File: src/rtl/alu_pkg.sv
`default_nettype none
// ============================================================================
// Module      : alu_pkg
// Description : Shared ALU definitions. These are the funct codes (also used
//               by the ALU control decoder) and the execute-stage FSM state
//               encoding.
// Revision    : 1.0 - initial release
// ============================================================================
package alu_pkg;

    // Operation codes produced by the ALU control decoder
    localparam logic [5:0] FUNCT_ADD = 6'b001001;
    localparam logic [5:0] FUNCT_SUB = 6'b001010;
    localparam logic [5:0] FUNCT_SLL = 6'b100001;
    localparam logic [5:0] FUNCT_OR  = 6'b100101;

    // Execute-stage FSM encoding
    localparam int unsigned STATE_W  = 2;
    localparam logic [STATE_W-1:0] ST_IDLE  = 2'd0;
    localparam logic [STATE_W-1:0] ST_SHIFT = 2'd1;
    localparam logic [STATE_W-1:0] ST_HOLD  = 2'd2;

    // True when the code is one of the four operations this ALU implements
    function automatic logic funct_is_legal(input logic [5:0] f);
        return (f == FUNCT_ADD) || (f == FUNCT_SUB) ||
               (f == FUNCT_SLL) || (f == FUNCT_OR);
    endfunction

endpackage : alu_pkg
`default_nettype wire

File: src/rtl/alu_serial_shifter.sv
`default_nettype none
// ============================================================================
// Module      : alu_serial_shifter
// Description : Iterative logical left shifter that moves one bit per cycle.
//               A start pulse loads the operand and the shift count. o_done
//               is high in the cycle whose clock edge performs the final
//               shift. o_shifted then carries the finished value.
// Revision    : 1.0 - initial release
// ============================================================================
module alu_serial_shifter #(
    parameter int DATA_W  = 32,
    parameter int SHAMT_W = 5
) (
    input  logic               clk,
    input  logic               rst,
    input  logic               i_start,
    input  logic [DATA_W-1:0]  i_load_val,
    input  logic [SHAMT_W-1:0] i_load_amt,
    output logic               o_done,
    output logic [DATA_W-1:0]  o_shifted
);

    localparam logic [SHAMT_W-1:0] c_cnt_one = {{(SHAMT_W-1){1'b0}}, 1'b1};

    logic [DATA_W-1:0]  r_work;
    logic [SHAMT_W-1:0] r_cnt;

    // Load on start, otherwise shift one bit and count down until exhausted
    always_ff @(posedge clk) begin
        if (rst) begin
            r_work <= '0;
            r_cnt  <= '0;
        end else if (i_start) begin
            r_work <= i_load_val;
            r_cnt  <= i_load_amt;
        end else if (r_cnt != '0) begin
            r_work <= r_work << 1;
            r_cnt  <= r_cnt - c_cnt_one;
        end
    end

    // Last iteration is flagged one cycle early so the owner can capture it
    always_comb begin
        o_done    = (r_cnt == c_cnt_one);
        o_shifted = r_work << 1;
    end

endmodule : alu_serial_shifter
`default_nettype wire

File: src/rtl/alu_exec.sv
`default_nettype none
// ============================================================================
// Module      : alu_exec
// Description : Execute-stage ALU with a valid/ready handshake on both sides.
//               add/sub/or (and sll by zero) finish in one cycle. sll by
//               N>0 goes through the serial shifter and takes N+1 cycles.
//               The result, zero and illegal flags are registered and held
//               until the consumer takes them.
// Revision    : 1.0 - initial release
// ============================================================================
module alu_exec
    import alu_pkg::*;
#(
    parameter int DATA_W  = 32,
    parameter int SHAMT_W = 5
) (
    input  logic               clk,
    input  logic               rst,
    input  logic               in_valid,
    output logic               in_ready,
    input  logic [5:0]         funct,
    input  logic [DATA_W-1:0]  src_a,
    input  logic [DATA_W-1:0]  src_b,
    input  logic [SHAMT_W-1:0] shamt,
    output logic               out_valid,
    input  logic               out_ready,
    output logic [DATA_W-1:0]  result,
    output logic               zero,
    output logic               illegal
);

    logic [STATE_W-1:0] r_state;
    logic [STATE_W-1:0] w_state_next;

    logic [DATA_W-1:0]  r_result;
    logic               r_zero;
    logic               r_illegal;

    logic               w_accept;
    logic               w_multi_shift;
    logic [DATA_W-1:0]  w_op_res;
    logic               w_op_illegal;
    logic               w_shift_done;
    logic [DATA_W-1:0]  w_shift_val;

    // Accept decode. Only sll with a non-zero amount needs the iterative path.
    always_comb begin
        w_accept      = in_valid && in_ready;
        w_multi_shift = (funct == FUNCT_SLL) && (shamt != '0);
    end

    // Single-cycle result. An sll by zero passes src_b through unchanged.
    always_comb begin
        w_op_res     = '0;
        w_op_illegal = !funct_is_legal(funct);
        case (funct)
            FUNCT_ADD: w_op_res = src_a + src_b;
            FUNCT_SUB: w_op_res = src_a - src_b;
            FUNCT_OR:  w_op_res = src_a | src_b;
            FUNCT_SLL: w_op_res = src_b;
            default:   w_op_res = '0;
        endcase
    end

    alu_serial_shifter #(
        .DATA_W  (DATA_W),
        .SHAMT_W (SHAMT_W)
    ) u_shifter (
        .clk        (clk),
        .rst        (rst),
        .i_start    (w_accept && w_multi_shift),
        .i_load_val (src_b),
        .i_load_amt (shamt),
        .o_done     (w_shift_done),
        .o_shifted  (w_shift_val)
    );

    // FSM state register
    always_ff @(posedge clk) begin
        if (rst) begin
            r_state <= ST_IDLE;
        end else begin
            r_state <= w_state_next;
        end
    end

    // FSM next-state logic. An accept in HOLD drains and reloads in one edge.
    always_comb begin
        w_state_next = r_state;
        case (r_state)
            ST_IDLE: begin
                if (w_accept) begin
                    w_state_next = w_multi_shift ? ST_SHIFT : ST_HOLD;
                end
            end
            ST_SHIFT: begin
                if (w_shift_done) begin
                    w_state_next = ST_HOLD;
                end
            end
            ST_HOLD: begin
                if (w_accept) begin
                    w_state_next = w_multi_shift ? ST_SHIFT : ST_HOLD;
                end else if (out_ready) begin
                    w_state_next = ST_IDLE;
                end
            end
            default: w_state_next = ST_IDLE;
        endcase
    end

    // FSM outputs. Nothing is accepted while reset is asserted.
    always_comb begin
        in_ready  = 1'b0;
        out_valid = 1'b0;
        case (r_state)
            ST_IDLE: in_ready = !rst;
            ST_HOLD: begin
                out_valid = 1'b1;
                in_ready  = !rst && out_ready;
            end
            default: begin
                in_ready  = 1'b0;
                out_valid = 1'b0;
            end
        endcase
    end

    // Output register loads only on a single-cycle accept or shift completion
    always_ff @(posedge clk) begin
        if (rst) begin
            r_result  <= '0;
            r_zero    <= 1'b0;
            r_illegal <= 1'b0;
        end else if (w_accept && !w_multi_shift) begin
            r_result  <= w_op_res;
            r_zero    <= (w_op_res == '0);
            r_illegal <= w_op_illegal;
        end else if ((r_state == ST_SHIFT) && w_shift_done) begin
            r_result  <= w_shift_val;
            r_zero    <= (w_shift_val == '0);
            r_illegal <= 1'b0;
        end
    end

    // Drive the registered results to the ports
    always_comb begin
        result  = r_result;
        zero    = r_zero;
        illegal = r_illegal;
    end

endmodule : alu_exec
`default_nettype wire

File: config.mk
export PLATFORM = sky130hd
export DESIGN_NAME = alu_exec
export DESIGN_NICKNAME = d
export VERILOG_FILES = /design/src/rtl/alu_pkg.sv /design/src/rtl/alu_serial_shifter.sv /design/src/rtl/alu_exec.sv
export SDC_FILE = /design/constraint.sdc
export NUM_CORES = 1
export LEC_CHECK = 0
export CORE_UTILIZATION = 49
export CTS_BUF_LIST = sky130_fd_sc_hd__clkbuf_8 sky130_fd_sc_hd__clkbuf_16
export CTS_CLUSTER_DIAMETER = 30
export DETAILED_ROUTE_END_ITERATION = 16
export PLACE_DENSITY = 0.82
export SYNTH_ARGS = -nofsm -noshare
export SYNTH_HDL_FRONTEND = slang
export SYNTH_SLANG_ARGS = --single-unit
File: constraint.sdc
create_clock -name clk -period 5.02 [get_ports clk]
set_clock_uncertainty 0.15 [all_clocks]
set_input_delay 0.753 -clock clk [delete_from_list [all_inputs] [get_ports clk]]
set_output_delay 0.753 -clock clk [all_outputs]
set_load 0.02 [all_outputs]
==> flow_summary.toml <==
[synthesis]
synth_area_leader_cell = "dfxtp_1"
synth_flop_cell = "dfxtp_1"
yosysWarnings = 0
syn_nets = 965
synth_top_family_by_area = "compound AO/OA/AOI/OAI gates"
synth_edf_count = 0
synth_seq_cells = 72
yosys.area.top_type_share_pct = 22.3
synth_mux_area_share_pct = 10.2
yosys.area_share.simple_pct = 19.5
ys_seq_area_share_pct = 22.3
synth_compound_area_share_pct = 28.1
synth_xor_xnor_area_share_pct = 7.87
syn_avg_cell_area_um2 = 7.60
syn_inst = 849
synth_cell_types = 66
yosys-top-cells-area = "dfxtp_1 (22%), mux2i_1 (8.4%), a211oi_1 (7.8%)"
synth_fa_ha_area_share_pct = 7.29
mappedNetlistArea_mm2 = 0.00645
async_flop_share_pct = 0

[drt]
ant_nets = 0
drt-total-wl_mm = 26.2
vias_per_cell = 6.07
drtIter0Drc = 954
drc = 0
dr_total_vias = 7930
wl_per_cell_um = 20.1
drt-pass1-iter-count = 5

[pwr]
power_frac_comb_pct = 48.4
power_frac_seq_pct = 25.9
p_per_area_mw_per_mm2 = 251
p_switching_mw = 0.889
p_sw_share_pct = 35.7
leakagePower_nw = 4.42
internal-power_mw = 1.60
peakVddDrop_v = 0.000291
clock_power_share_pct = 25.7

[cts]
clkLatencyLatePin_ns = 0.33
numClockSinks = 72
tritoncts = "built"
cts_buffer_depth = 2
clk_pin_slew_worst_paths_ns = 0.05
clock-root-buffer = "clkbuf_16"
htree_num_levels = 3
cts_hold_buffers = 0
cts_buffers = 9

[floorplan]
dieArea_mm2 = 0.0136
io_pins = 115
core_mm2 = 0.0127
die_w_um = 117
initial_core_util_pct = 50.7
die_h_um = 117
rows = 41

[placed_design]
routabilityCongestion = 1.06
port_buffers = 114
pre_cts_ws_ns = -0.645
dpl_cell_area_mm2 = 0.00900
dp_hpwl_mm = 19.5
dp_cells = 1265

[sta]
min_period_over_period_pct = 98.0
maxSlewViolCount = 0
worst_pin_slew_ns = 1.17
hold_viol = 0
setup_violations = 0
fmax_mhz = 203
final.setup.worst_slack_ns = 0.102
slew-limit-headroom_pct = 21.8
post-route-min-period_ns = 4.92

[worst_setup_path]
critPathLaunchType = "input pin"
end_kind = "flip-flop"
cp_data_arrival_time_ns = 5.01
cp_max_fo = 4
worst-setup-path-type = "input pin to flip-flop"
crit_required_ns = 5.11

[outcome]
outcome = "finished clean"

[final_layout]
utilization_pct = 78.1
design_area_mm2 = 0.00994
final_cells = 1306
n_antenna_cell = 0
most-common-layout-cells = "buf_4 (210), nor2_1 (106), clkdlybuf4s50_1 (100)"
num-nets-final = 1245
area_growth_pct = 54.1
drive_above_1_share_pct = 28.7
layout_commonest_cell = "buf_4"

[global_routing]
antenna_found_initial = 0
grt_pass1_vias = 7596
track_usage_pct = 38.2
grt_max_degree = 72
grt_pass1_wl_mm = 39.7
gr-total-overflow = 0

[min_path]
hold_path_class = "flip-flop to flip-flop"

[run]
maxCapViolCount = 0
[logic make-up after synthesis]
family,count (synthesis)
xor+xnor,58
mux,64
flops,72
simple gates,266
compound gates,273
buf+inv,79
fa+ha+maj,37
[cells in the mapped netlist, types with 6 or more instances]
master / n
xor2_1: 32
inv_1: 19
nor2_1: 113
dfxtp_1: 72
mux2i_1: 54
ha_1: 36
buf_1: 8
a21oi_1: 85
nand2b_1: 7
nor4_1: 11
xnor2_1: 26
o21ai_1: 7
a31oi_1: 7
or3_1: 7
o31ai_1: 9
mux2_2: 9
o21ai_0: 23
nor3_1: 16
nand3_1: 13
a21o_1: 10
o21a_1: 8
nand2_1: 55
nand4_1: 12
clkbuf_1: 48
or4_1: 6
o22ai_1: 14
a211oi_1: 67
[critical path, cell delays in order]
cell	delay [ns]
clkdlybuf4s15_1	0.22
or4_4	0.46
nor4_4	0.19
nand2_2	0.12
buf_6	0.15
o41ai_4	0.34
xor2_1	0.11
ha_1	0.35
nand4_1	0.14
or3_1	0.36
o211a_1	0.26
o21a_2	0.24
xnor2_2	0.14
a21oi_2	0.22
o2111ai_2	0.15
a2111o_1	0.45
o41ai_4	0.33
[registers in the layout, summed over array words and instances, names as in the netlist]
register,cells
illegal,1
zero,1
u_shifter.r_cnt,5
result,32
r_state,2
u_shifter.r_work,31
[power by group through the flow]
stage	Sequential [mW]	Clock, mW	Combinational, mW
global route	0.648	0.661	1.28
detailed placement	0.656	0	1.09
finish	0.646	0.640	1.21
floorplan	0.669	0	0.639
CTS	0.644	0.639	1.14
global placement	0.654	0	1.07
[path summary, 6_finish.rpt]
kind,startpoint,endpoint,slack (ns),depth (start not counted)
hold reg to reg,illegal,illegal,0.34,2
hold / removal,illegal,illegal,0.34,2
setup reg to reg,r_state[1],result[27],2.38,7
setup / recovery,src_b[7],zero,0.10,17
[final cells by class]
class | instances | area, um2
clock buffers | 11 | 253
clock inverters | 5 | 47.5
fillers | 915 | 2780
inverters | 19 | 71.3
multi-input cells | 698 | 5140
flip-flops and latches | 72 | 1440
well taps | 172 | 215
repair buffers | 329 | 2770
[per-stage QoR]
stage	hold slack [ns]	TNS, ns	total power [mW]
2_1_floorplan	0.318	0	1.31
3_3_place_gp	0.319	-1.34	1.73
3_5_place_dp	0.335	-1.81	1.74
4_1_cts	0.343	0	2.43
5_1_grt	0.368	-0.0234	2.59
6_report	0.342	0	2.49
[metal layers]
layer	up-vias	GRT usage, %	routed length [um]
met5	-	0	0
met4	0	12.6	565
met3	50	5.24	2500
met2	457	62.2	12000
met1	3710	52.0	11100
li1	3713	-	-
[timing repair]
action	in CTS	in global routing
endpoints found under the setup margin	1	6
endpoints found under the hold margin	0	0
resized for setup	64	55
setup buffers	13	12
pin swaps	40	43
Power figures use the tool's default switching activity.
==> variant (same flow settings) <==
Change the package constant `STATE_W` from 2 to 4.
--- a/src/rtl/alu_pkg.sv
+++ b/src/rtl/alu_pkg.sv
@@ -17,3 +17,3 @@
     // Execute-stage FSM encoding
-    localparam int unsigned STATE_W  = 2;
+    localparam int unsigned STATE_W  = 4;
     localparam logic [STATE_W-1:0] ST_IDLE  = 2'd0;
Behaviour: same outputs for any inputs over 4 cycles, from zero or initial values and one cycle with rst high; that may be too few to reach the edited logic, so the function may still have changed.
==> variant against the unedited design <==
The run now ends with setup timing left. Sequential power is essentially flat. Power shrank 2.6%. First-iteration DRC count grew 47%. Routed wire length grew 7.8%. Cell area grew 1.6%. Critical path depth grew 5. Sequential cell count is the same. Global-route usage grew 0.55 points. Core utilization shrank 1.9 points. Setup slack lost 480 ps. Final cell count grew 3.1%. Area after synthesis grew 3.2%.
==> variant: results (changes against the unedited design) <==
| Metric | Value |
|---|---|
| Non-clk bufs | `347 (was 329)` |
| Area of the multi-input gates | `0.005223 mm^2 (was 0.005141 mm^2)` |
| Reg2Reg Setup Slack | `2060 ps (was 2380 ps)` |
| Leak Pwr | `4.431 nW (was 4.417 nW)` |
| Gpl congestion | `1.034 (was 1.060)` |
| Reg power frac | `26.5% (was 25.9%)` |
| Via density | `6.424 (was 6.072)` |
| Non-clock inverters | `16 (was 19)` |
| Clock buffer cells | `10 (was 11)` |
| Met2 Wirelength | `11.77 mm (was 12.02 mm)` |
| Area post-placement | `0.009258 mm^2 (was 0.009001 mm^2)` |
| Failing checks | `setup timing` |
| Met3 WL | `3.538 mm (was 2.504 mm)` |
| Synth cell types | `81 (was 66)` |
| Fill cell count | `898 (was 915)` |
| Top post-synthesis cells by count | `nor2_1 (100), a21oi_1 (84), dfxtp_1 (72), a211oi_1 (62), mux2i_1 (60) (was nor2_1 (113), a21oi_1 (85), dfxtp_1 (72), a211oi_1 (67), nand2_1 (55))` |
| DR iter-0 viols | `1,399 (was 954)` |
| Outcome | `finished, violations left (was complete, no violations)` |
| CP max FO | `3 (was 4)` |
| Antenna cells | `1 (was 0)` |
| Layout cells sized above 1 | `28.91% (was 28.66%)` |
| Worst VDD drop | `0.0002269 V (was 0.0002913 V)` |
| Critical Path AT | `5500 ps (was 5010 ps)` |
| Power Clock | `0.579 mW (was 0.640 mW)` |
| Count of final setup violators | `2 (was 0)` |
| Initial antenna violation count | `1 (was 0)` |
| Startpoint of the lowest-slack hold path | `result[0] (was illegal)` |
| Ranking of synthesized cells by area | `dfxtp_1 (22%), mux2i_1 (9.0%), a211oi_1 (7.0%), ha_1 (6.8%), a21oi_1 (6.3%) (was dfxtp_1 (22%), mux2i_1 (8.4%), a211oi_1 (7.8%), ha_1 (7.0%), a21oi_1 (6.6%))` |
| Met1 WL | `11.29 mm (was 11.12 mm)` |
| Highest Clock Rate | `0.1851 GHz (was 0.2034 GHz)` |
| Setup WS pre-CTS | `-849.0 ps (was -645.3 ps)` |
| Avg WL per Cell | `20.99 um (was 20.07 um)` |
| P_sw | `0.8944 mW (was 0.8886 mW)` |
| Hpwl dp | `19.29 mm (was 19.46 mm)` |
| Fin nets | `1,280 (was 1,245)` |
| Post-synthesis sequential area ratio | `21.65% (was 22.34%)` |
| Largest net degree at the start of global routing | `67 (was 72)` |
| Final non-clock buffer share | `28.57% (was 27.89%)` |
| Multi-In Gates | `718 (was 698)` |
| Final worst slack | `-381.6 ps (was 102.4 ps)` |
[variant: worst min-delay path by stage]
stage	endpoint	depth (start not counted)
after floorplan	r_state[0]	1
after global placement	illegal	2
after detailed placement	r_state[0]	1
after CTS	result[0]	2
after global routing	result[0]	2
final	result[0]	2
[variant: repair_timing]
item	4_1_cts	5_1_grt
endpoints found under the setup margin	4	5
setup buffers	32	6
pin swaps	64	22
hold buffers	0	0
resized for setup	70	12
endpoints found under the hold margin	0	0
[variant: through the flow]
stage | power [mW] | TNS, ps | utilization [%] | std cells | hold WS [ps]
after detailed placement | 1.743 | -2686 | 69.91 | 1291 | 330.9
final | 2.427 | -458.6 | 76.26 | 1346 | 340.9
after global placement | 1.723 | -2302 | 69.91 | 1291 | 305.1
after floorplan | 1.322 | -111.4 | - | 866 | 289.8
after global routing | 2.528 | -874.7 | 76.26 | 1346 | 354.8
after CTS | 2.365 | 0 | 75.57 | 1339 | 338.5
[variant: cell families after synthesis]
logic type / after synthesis / synth area share, %
xor gates and xnor gates: 53 / 6.971
buffers and inverters: 76 / 5.317
muxes: 65 / 9.865
adders and majority gates: 37 / 7.065
and+or+nand+nor: 284 / 21.29
DFF: 72 / 21.65
AOI/OAI and AO/OA: 279 / 27.85
[variant: worst max-delay path, cell delays in order]
cell and delay [ps]:
clkdlybuf4s15_2 260, inv_2 90, buf_4 140, buf_4 130
buf_4 150, buf_4 130, buf_4 120, buf_4 120
buf_4 130, o21ai_4 190, inv_1 70, ha_1 340
nand2b_4 90, a21oi_1 160, xnor2_1 190, o22ai_2 130
or4b_4 590, nor4_4 380, nand4b_1 140, or4_1 540
or4_4 440, o41ai_4 200
[variant: metal layers]
layer / vias to the layer above / track usage, %
met5: - / 0
met1: 3951 / 52.85
met3: 164 / 8.108
met2: 692 / 58.52
li1: 3840 / -
met4: 0 / 17.17
